**src/rtl/spy_write_ctrl.sv**
```systemverilog
// Write-side controller for the circular spy memory: records accepted FIFO words,
// freezes a programmable number of events after a request, and muxes in block writes.
module spy_write_ctrl #(
    parameter int DATAWIDTH   = 64,
    parameter int MEMWIDTH    = 6,
    parameter int POST_EVENTS = 2
) (
    input  logic                  clock,
    input  logic                  resetbar,
    input  logic                  write_enable,
    input  logic [DATAWIDTH:0]    write_data,
    input  logic                  freeze,
    input  logic                  unfreeze,
    input  logic [1:0]            playback,
    input  logic                  ram_write_enable,
    input  logic [DATAWIDTH:0]    ram_write_data,
    output logic                  spy_write_enable,
    output logic [DATAWIDTH:0]    spy_write_data,
    output logic [MEMWIDTH-1:0]   spy_write_addr,
    output logic                  frozen,
    output logic                  armed,
    output logic                  wrapped
);

    localparam logic [1:0] NO_PLAYBACK    = 2'd0;
    localparam logic [1:0] PLAYBACK_ONCE  = 2'd1;
    localparam logic [1:0] PLAYBACK_LOOP  = 2'd2;
    localparam logic [1:0] PLAYBACK_WRITE = 2'd3;
    localparam logic [7:0] POST_CNT       = 8'(POST_EVENTS);

    typedef enum logic [1:0] {RECORD, ARMED, FROZEN} state_t;

    state_t                state_q, state_d, state_cur;
    logic [7:0]            cnt_q, cnt_d, cnt_left;
    logic [MEMWIDTH-1:0]   addr_q, addr_d;
    logic [DATAWIDTH:0]    data_q, data_d;
    logic                  we_q, we_d;
    logic                  wrapped_q, wrapped_d;
    logic                  written_q, written_d;
    logic                  frozen_q, armed_q;
    logic [1:0]            prev_mode_q;
    logic                  enter_blk, leave_blk, marker;

    always_comb begin
        enter_blk = (playback == PLAYBACK_WRITE) && (prev_mode_q != PLAYBACK_WRITE);
        leave_blk = (playback != PLAYBACK_WRITE) && (prev_mode_q == PLAYBACK_WRITE);
        // Block-loaded data must survive until an explicit unfreeze.
        state_cur = leave_blk ? FROZEN : state_q;
        marker    = write_data[DATAWIDTH];
        cnt_left  = POST_CNT - 8'(write_enable && marker);

        state_d   = state_cur;
        cnt_d     = leave_blk ? 8'd0 : cnt_q;
        we_d      = 1'b0;
        data_d    = data_q;
        addr_d    = addr_q;
        wrapped_d = wrapped_q;
        written_d = written_q;

        case (playback)
            NO_PLAYBACK: begin
                case (state_cur)
                    RECORD: begin
                        if (freeze && !unfreeze) begin
                            if (POST_EVENTS == 0) begin
                                state_d = FROZEN;
                            end else begin
                                we_d    = write_enable;
                                cnt_d   = cnt_left;
                                state_d = (cnt_left == 8'd0) ? FROZEN : ARMED;
                            end
                        end else begin
                            we_d = write_enable;
                        end
                    end
                    ARMED: begin
                        we_d = write_enable;
                        if (unfreeze) begin
                            state_d = RECORD;
                            cnt_d   = 8'd0;
                        end else if (write_enable && marker) begin
                            if (cnt_q == 8'd1) begin
                                state_d = FROZEN;
                                cnt_d   = 8'd0;
                            end else begin
                                cnt_d = cnt_q - 8'd1;
                            end
                        end
                    end
                    FROZEN: begin
                        if (unfreeze) begin
                            state_d = RECORD;
                            cnt_d   = 8'd0;
                        end
                    end
                    default: state_d = RECORD;
                endcase
                if (we_d) data_d = write_data;
            end
            PLAYBACK_WRITE: begin
                if (enter_blk) begin
                    addr_d    = '1;
                    written_d = 1'b0;
                    wrapped_d = 1'b0;
                end else begin
                    we_d = ram_write_enable;
                    if (ram_write_enable) data_d = ram_write_data;
                end
            end
            PLAYBACK_ONCE, PLAYBACK_LOOP: begin
                we_d = 1'b0;
            end
            default: we_d = 1'b0;
        endcase

        if (we_d) begin
            addr_d    = addr_q + 1'b1;
            written_d = 1'b1;
            if ((addr_q == '1) && written_q) wrapped_d = 1'b1;
        end
    end

    always_ff @(posedge clock or negedge resetbar) begin
        if (!resetbar) begin
            state_q     <= RECORD;
            cnt_q       <= 8'd0;
            addr_q      <= '1;
            data_q      <= '0;
            we_q        <= 1'b0;
            wrapped_q   <= 1'b0;
            written_q   <= 1'b0;
            frozen_q    <= 1'b0;
            armed_q     <= 1'b0;
            prev_mode_q <= NO_PLAYBACK;
        end else begin
            state_q     <= state_d;
            cnt_q       <= cnt_d;
            addr_q      <= addr_d;
            data_q      <= data_d;
            we_q        <= we_d;
            wrapped_q   <= wrapped_d;
            written_q   <= written_d;
            frozen_q    <= (state_d == FROZEN);
            armed_q     <= (state_d == ARMED);
            prev_mode_q <= playback;
        end
    end

    assign spy_write_enable = we_q;
    assign spy_write_data   = data_q;
    assign spy_write_addr   = addr_q;
    assign frozen           = frozen_q;
    assign armed            = armed_q;
    assign wrapped          = wrapped_q;

endmodule

```
**config.mk**
```make
export PLATFORM = sky130hd
export DESIGN_NAME = spy_write_ctrl
export DESIGN_NICKNAME = d
export VERILOG_FILES = /design/src/rtl/spy_write_ctrl.sv
export SDC_FILE = /design/constraint.sdc
export NUM_CORES = 1
export LEC_CHECK = 0
export CAP_MARGIN = 0
export CORE_MARGIN = 2
export CORE_UTILIZATION = 40
export DETAILED_ROUTE_END_ITERATION = 7
export HOLD_SLACK_MARGIN = 0.08
export PLACE_DENSITY = 0.81
export SYNTH_ARGS = -nofsm -noshare
export SYNTH_HDL_FRONTEND = slang
export SYNTH_SLANG_ARGS = --single-unit
```
**constraint.sdc**
```tcl
create_clock -name clock -period 2.15 [get_ports clock]
set_input_delay 0.5375 -clock clock [delete_from_list [all_inputs] [get_ports clock]]
set_output_delay 0.5375 -clock clock [all_outputs]
set_load 0.01 [all_outputs]
```
### Yosys cells after proc, flatten, opt, wreduce, memory -nomap -nowiden

Cells that the tools add are included.

* bits in writable memories: 0
* memory bits (read-only): 0
* register bits: 88
* memories: 0
* latch bits: 0
* input bits: 138
* output and inout bits: 75
* logic and storage cells: 79

* $lt $le $gt $ge: 0
* reduce and logical (&&, ||, !) cells: 16
* shift-type cells: 0
* div/mod/pow operators: 0
* eq/ne operators: 15
* multipliers: 0
* bitwise logic cells: 0
* add/subtract/negate cells: 3
* muxes and demuxes: 35

Operators by type and width (number)
* $mux W65: 3
* $pmux W65 S2: 1
* $mux W8: 7
* $pmux W8 S3: 1
* $mux W6: 3
* $mux W2: 8
* $eq A2 B2 Y1 const B: 5
* $mux W1: 10
* $eq A8 B1 Y1 const B: 1
* $logic_not A8 Y1: 1
* $ne A2 B2 Y1 const B: 4
* $sub A8 B1 Y8 const B: 1
* $add A6 B1 Y6 const B: 1
* $eq A2 B1 Y1 const B: 3
* $eq A6 B6 Y1 const B: 1
* $pmux W2 S3: 1
* $reduce_bool A2 Y1: 3
* $logic_and A1 B1 Y1: 5
* $logic_not A2 Y1: 2
* $reduce_and A4 Y1: 1
* $reduce_or A2 Y1: 2
* $pmux W1 S3: 1
* $sub A2 B1 Y3 const A: 1
* $ne A2 B1 Y1 const B: 1
* other kinds (2): 2

### Depth between registers and ports, before layout

Gate-level depths: netlist of run 1.

* word-level depth: 10
* gate-level depth with buffers: 8

### Worst setup path after synthesis of run 1

No wires, ideal clock.

* path type: input port to flip-flop
* start: input port playback[1]
* end: register cnt_q[6]
* stages on the path: 6
* buffers on the path: 1
* path slack: 0.260 ns
* data arrival time: 1.767 ns
* cells stage by stage: or2_2 clkbuf_1 a31oi_1 o211ai_1 and2_2 a211o_1

* longest elaborated chain between the ends: 7

RTL lines
* from (decl): line 14 `input logic [1:0] playback,`
* $ne A2 B2 Y1: line 46 `leave_blk = (playback != PLAYBACK_WRITE) && (prev_mode_q == PLAYBACK_WRITE);`
* $logic_and A1 B1 Y1: line 46
* $mux W8: line 53 `cnt_d = leave_blk ? 8'd0 : cnt_q;`
* $mux W8: line 81 `end else if (write_enable && marker) begin`
* $mux W8: line 78 `if (unfreeze) begin`
* $pmux W8 S3: line 62 `case (state_cur)`
* $mux W8 *: line 60 `case (playback)`
* named net cnt_d[6]: line 34 `logic [7:0] cnt_q, cnt_d, cnt_left;`
* to (signal assigned): line 137 `cnt_q <= cnt_d;`
* to (decl): line 34

Mark *: on every way through the listed nets, which the timed path passes. The rest lies on a longest branch.
A chain may end at the register's enable or synchronous reset.

### Worst setup path after layout of run 1

* start: register cnt_q[1]
* end: register cnt_q[6]

* longest elaborated chain between the ends: 6

RTL lines
* $sub A8 B1 Y8 or $eq A8 B1 Y1 (tied branches): line 86, 82
* $mux W8 *: line 82 `if (cnt_q == 8'd1) begin`
* $mux W8 *: line 81
* $mux W8 *: line 78
* $pmux W8 S3 *: line 62
* $mux W8 *: line 60
* named net cnt_d[6]: line 34

Marked as above.

==> results by group, run 1 <==
STA
  • Final worst-path cycle share: 95.09%
  • Setup violation total in the final timing report: 0
  • Number of hold-slack violations in the final timing report: 0
  • Largest clock skew in the final design: 0.007311 ns
  • Relative slew margins: 70.85%
  • RSZ-0062 raised after global routing: no
  • Fin worst setup slack: 0.1057 ns
  • Slew at the pin closest to its max-slew limit: 0.4339 ns
  • Max-slew violation total from the final report: 0
  • Final critical delay including setup and external delays: 2.044 ns
  • Fmax: 0.4892 GHz

Synthesis
  • Most used flip-flop cell after synthesis: sky130_fd_sc_hd__dfrtp_1
  • Area contributors post-synth: sky130_fd_sc_hd__dfrtp_1 (49%), sky130_fd_sc_hd__mux2i_1 (15%), sky130_fd_sc_hd__o21ai_0 (8.8%)
  • Share of Yosys cell area claimed by the top area cell type: 48.74%
  • Cell count after synthesis: 425
  • Synth top cells by count: sky130_fd_sc_hd__nand2_1 (87), sky130_fd_sc_hd__dfrtp_1 (82), sky130_fd_sc_hd__o21ai_0 (74)
  • Yosys warnings: 0
  • Net count of the mapped netlist: 566
  • Xor and xnor area share after synthesis: 0.2080%
  • Fraction of registers with async set or reset after synthesis: 100.0%
  • Summed instance area of the synthesized netlist: 0.004210 sq mm
  • Multiplexer fraction of the synthesized cell area: 15.45%
  • Largest family of logic cells by synthesized area: multiplexers
  • Sequential cell area fraction in the yosys report: 52.48%
  • Post-synth top area cell: sky130_fd_sc_hd__dfrtp_1
  • Synthesized-area fraction occupied by and/or/nand/nor cells: 14.77%
  • FF+latch count, synth: 88
  • Number of flops mapped to enable cells by yosys: 0
  • Synth unique cells: 46
  • Mean area per synthesized cell: 9.907 sq um
  • Complex-gate fraction of the synthesized area: 13.16%
  • Count leader, synth: sky130_fd_sc_hd__nand2_1
  • Adder-Cell Fraction of Synth Area: 0.8915%

Drt
  • Number of DRC markers in iteration 0: 90
  • Vias after detailed routing: 3944
  • WL/cell: 15.21 um
  • Final wirelength: 11970 um
  • Number of detailed-routing iterations run before antenna repair: 4
  • Via density per instance: 5.011
  • DR DRC count: 0
  • Antenna-violating nets left: 0

Clock tree
  • Post-CTS clock slew at the launch and capture registers of the worst setup and hold paths: 0.08 ns
  • Clock Root Buffer: sky130_fd_sc_hd__clkbuf_8
  • CTS Buffer Depth: 2
  • TritonCTS clock tree: yes
  • Clock latency reported for the late side of the worst-skew pair: 0.36 ns
  • Number of CTS-inserted buffers: 9
  • Number of levels in the clock H-tree: 3
  • Sink count of the clock tree: 88

Floorplanning
  • Die boundary width: 106.6 um
  • Core area: 0.01028 sq mm
  • Die area: 0.01136 sq mm
  • Cell Rows: 37
  • Die extent in y: 106.6 um
  • Starting utilization of the core area: 40.97%
  • Number of I/O pins: 213

Global routing
  • Vias in the first global route: 4090
  • Wire length of the first global-routing pass: 19550 um
  • Total GRT Usage: 22.06%
  • Initial antenna violation count: 0
  • Overflow left after global routing: 0
  • Largest net degree at the start of global routing: 89

Worst setup path
  • Critical path depth in cells: 8
  • Critical-path maximum fanout: 9
  • Category of the worst setup path capture point: register
  • R2R depth: 8
  • Worst path required time: 2.40 ns
  • Type of the setup path with the least slack: register to register
  • Data arrival time of the worst path: 2.29 ns
  • Reg-to-reg critical path endpoint: cnt_q[6]$_DFF_PN0_
  • Ordered list of cells on the worst path: inv_1, ha_1, or3b_2, nor2_1, nor3b_2, buf_4, nor3b_1, a211o_1
  • Reg2Reg Launch Point: cnt_q[1]$_DFF_PN0_
  • CP delay by family, top: simple AND/OR/NAND/NOR gates
  • Cell with the largest stage delay on the worst path: sky130_fd_sc_hd__or3b_2
  • Max incr delay on CP: 0.47 ns
  • FF-to-FF setup slack: 0.11 ns
  • Critical path startpoint: cnt_q[1]$_DFF_PN0_
  • Startpoint kind of the worst setup timing path: register
  • CP Buf/Inv Count: 2

Power and ir drop
  • Internal: 0.003792 W
  • IR drop worst, VDD: 0.0005206 V
  • Switch share: 30.03%
  • Switching pwr: 0.001627 W
  • Leak pwr: 2.967 nW
  • Sequential cell fraction of total power: 43.0%
  • Combinational share of power: 36.3%
  • Clock network fraction of design power: 20.6%
  • Total power per unit cell area: 792.8 mW/mm^2

Cells and area
  • Layout cell share with drive strength beyond 1: 8.295%
  • Area taken by flip-flops and latches: 0.002210 sq mm
  • Finished Layout Cells: 787
  • Area growth from synthesis to final layout: 62.35%
  • Fin nets: 788
  • Layout fillers: 833
  • Final antenna diode count: 0
  • Layout Cell Area excl Fill: 0.006835 sq mm
  • Combined area of the multi-input logic cells: 0.001894 sq mm

Worst hold path
  • Hold EP: spy_write_data[1]$_DFFE_PN0P_
  • Worst hold stages: 2
  • Worst min-delay path category: register to register
  • Critical hold path startpoint: spy_write_data[1]$_DFFE_PN0P_

Placed design
  • Setup slack after placement: -0.2249 ns
  • Final weighted congestion of routability-driven global placement: 0.8794
  • Count of input and output buffers: 212
  • Post-Place Cell Area: 0.006639 sq mm
  • DPL Wire Length: 9322 um
  • Count of placed standard cells including taps: 771

Run status
  • Status: completed

Job
  • Max-cap check violation count: 0
worst max-delay path by stage:
stage | to | slack (ns)
after global routing | cnt_q[6]$_DFF_PN0_ | 0.03
after CTS | spy_write_addr[4] | 0.12
final | cnt_q[6]$_DFF_PN0_ | 0.11
after global placement | cnt_q[6]$_DFF_PN0_ | -0.16
after detailed placement | spy_write_data[18]$_DFFE_PN0P_ | -0.22
after floorplan | cnt_q[6]$_DFF_PN0_ | 0.26
worst reg2reg max path: stages, from the launching register on:
cell                      delay, ns
sky130_fd_sc_hd__dfrtp_1       0.42
sky130_fd_sc_hd__inv_1         0.11
sky130_fd_sc_hd__ha_1          0.15
sky130_fd_sc_hd__or3b_2        0.47
sky130_fd_sc_hd__nor2_1        0.17
sky130_fd_sc_hd__nor3b_2       0.07
sky130_fd_sc_hd__buf_4         0.16
sky130_fd_sc_hd__nor3b_1       0.14
sky130_fd_sc_hd__a211o_1       0.26
registers in the layout, indices dropped and copies added (netlist names):
register,count
spy_write_data,65
armed,1
state_q,2
wrapped,1
frozen,1
prev_mode_q,2
spy_write_enable,1
written_q,1
spy_write_addr,6
cnt_q,8
layer usage:
metal	global-route usage, %	up-vias	part of all wire (%)
met4	12.34	0	3.8
li1	-	1929	-
met2	38.49	155	51
met5	0	-	0
met1	25.24	1826	39
met3	4.377	34	6.2
kinds of logic (layout without fill, tap and decap cells):
| family | after synthesis | after routing |
|---|---|---|
| multiplexers | 65 | 65 |
| buffers and inverters | 30 | 256 |
| AND/OR/NAND/NOR | 138 | 138 |
| AO/OA/AOI/OAI | 100 | 100 |
| XOR/XNOR | 1 | 1 |
| adder cells (fa/ha/maj) | 3 | 3 |
| flip-flops | 88 | 88 |
final cells by class:
type / count / area share [%]
Inverter: 4 / 0.2197
Clock inverter: 4 / 0.6590
Timing Repair Buffer: 237 / 34.52
Multi-Input combinational cell: 307 / 27.71
Clock buffer: 11 / 2.068
Sequential cell: 88 / 32.33
Tap cell: 136 / 2.489
power groups by stage:
| stage | registers, W | clock network [W] | logic, W |
|---|---|---|---|
| 2_1_floorplan | 0.00252 | 0 | 0.000508 |
| 3_3_place_gp | 0.00234 | 0 | 0.00193 |
| 3_5_place_dp | 0.00236 | 0 | 0.00198 |
| 4_1_cts | 0.00234 | 0.00115 | 0.00199 |
| 5_1_grt | 0.00239 | 0.00122 | 0.00214 |
| 6_report | 0.00233 | 0.00112 | 0.00197 |
repair_timing:
item | in CTS | in global routing
buffers inserted | 0 | 0
hold endpoints to repair | 7 | 0
gates resized for setup | 0 | 0
hold buffers | 1 | 0
setup endpoints to repair | 0 | 0
through the flow:
stage | hold slack, ns | utilization [%] | total power (W) | setup TNS [ns]
2_1_floorplan | 0.2419 | - | 0.003028 | 0
3_3_place_gp | 0.4610 | 64.60 | 0.004275 | -8.010
3_5_place_dp | 0.4692 | 64.60 | 0.004343 | -11.69
4_1_cts | 0.4873 | 66.51 | 0.005484 | 0
5_1_grt | 0.5032 | 66.51 | 0.005748 | 0
6_report | 0.4798 | 66.51 | 0.005419 | 0
placed cells by master (no fill, tap or decap), types with 3 or more instances in the layout:
master | synthesis | routed
sky130_fd_sc_hd__a21oi_1 | 6 | 6
sky130_fd_sc_hd__and3_1 | 3 | 3
sky130_fd_sc_hd__buf_12 | 0 | 4
sky130_fd_sc_hd__buf_4 | 0 | 21
sky130_fd_sc_hd__clkbuf_8 | 0 | 10
sky130_fd_sc_hd__clkdlybuf4s50_1 | 0 | 211
sky130_fd_sc_hd__clkinv_2 | 0 | 3
sky130_fd_sc_hd__dfrtp_1 | 82 | 82
sky130_fd_sc_hd__dfstp_2 | 6 | 6
sky130_fd_sc_hd__ha_1 | 3 | 3
sky130_fd_sc_hd__inv_1 | 3 | 3
sky130_fd_sc_hd__mux2i_1 | 65 | 65
sky130_fd_sc_hd__nand2_1 | 87 | 87
sky130_fd_sc_hd__nand3_1 | 8 | 8
sky130_fd_sc_hd__nor2_1 | 13 | 13
sky130_fd_sc_hd__nor2b_1 | 3 | 3
sky130_fd_sc_hd__nor3_1 | 6 | 6
sky130_fd_sc_hd__o21ai_0 | 74 | 74
sky130_fd_sc_hd__o31ai_1 | 4 | 4
Power figures use the tool's default switching activity.
==> inputs of run 2 (changes only) <==
- CAP_MARGIN: 0 -> 20
==> results of run 2 <==
The final DEF is identical to that of run 1; final timing and power are the same.
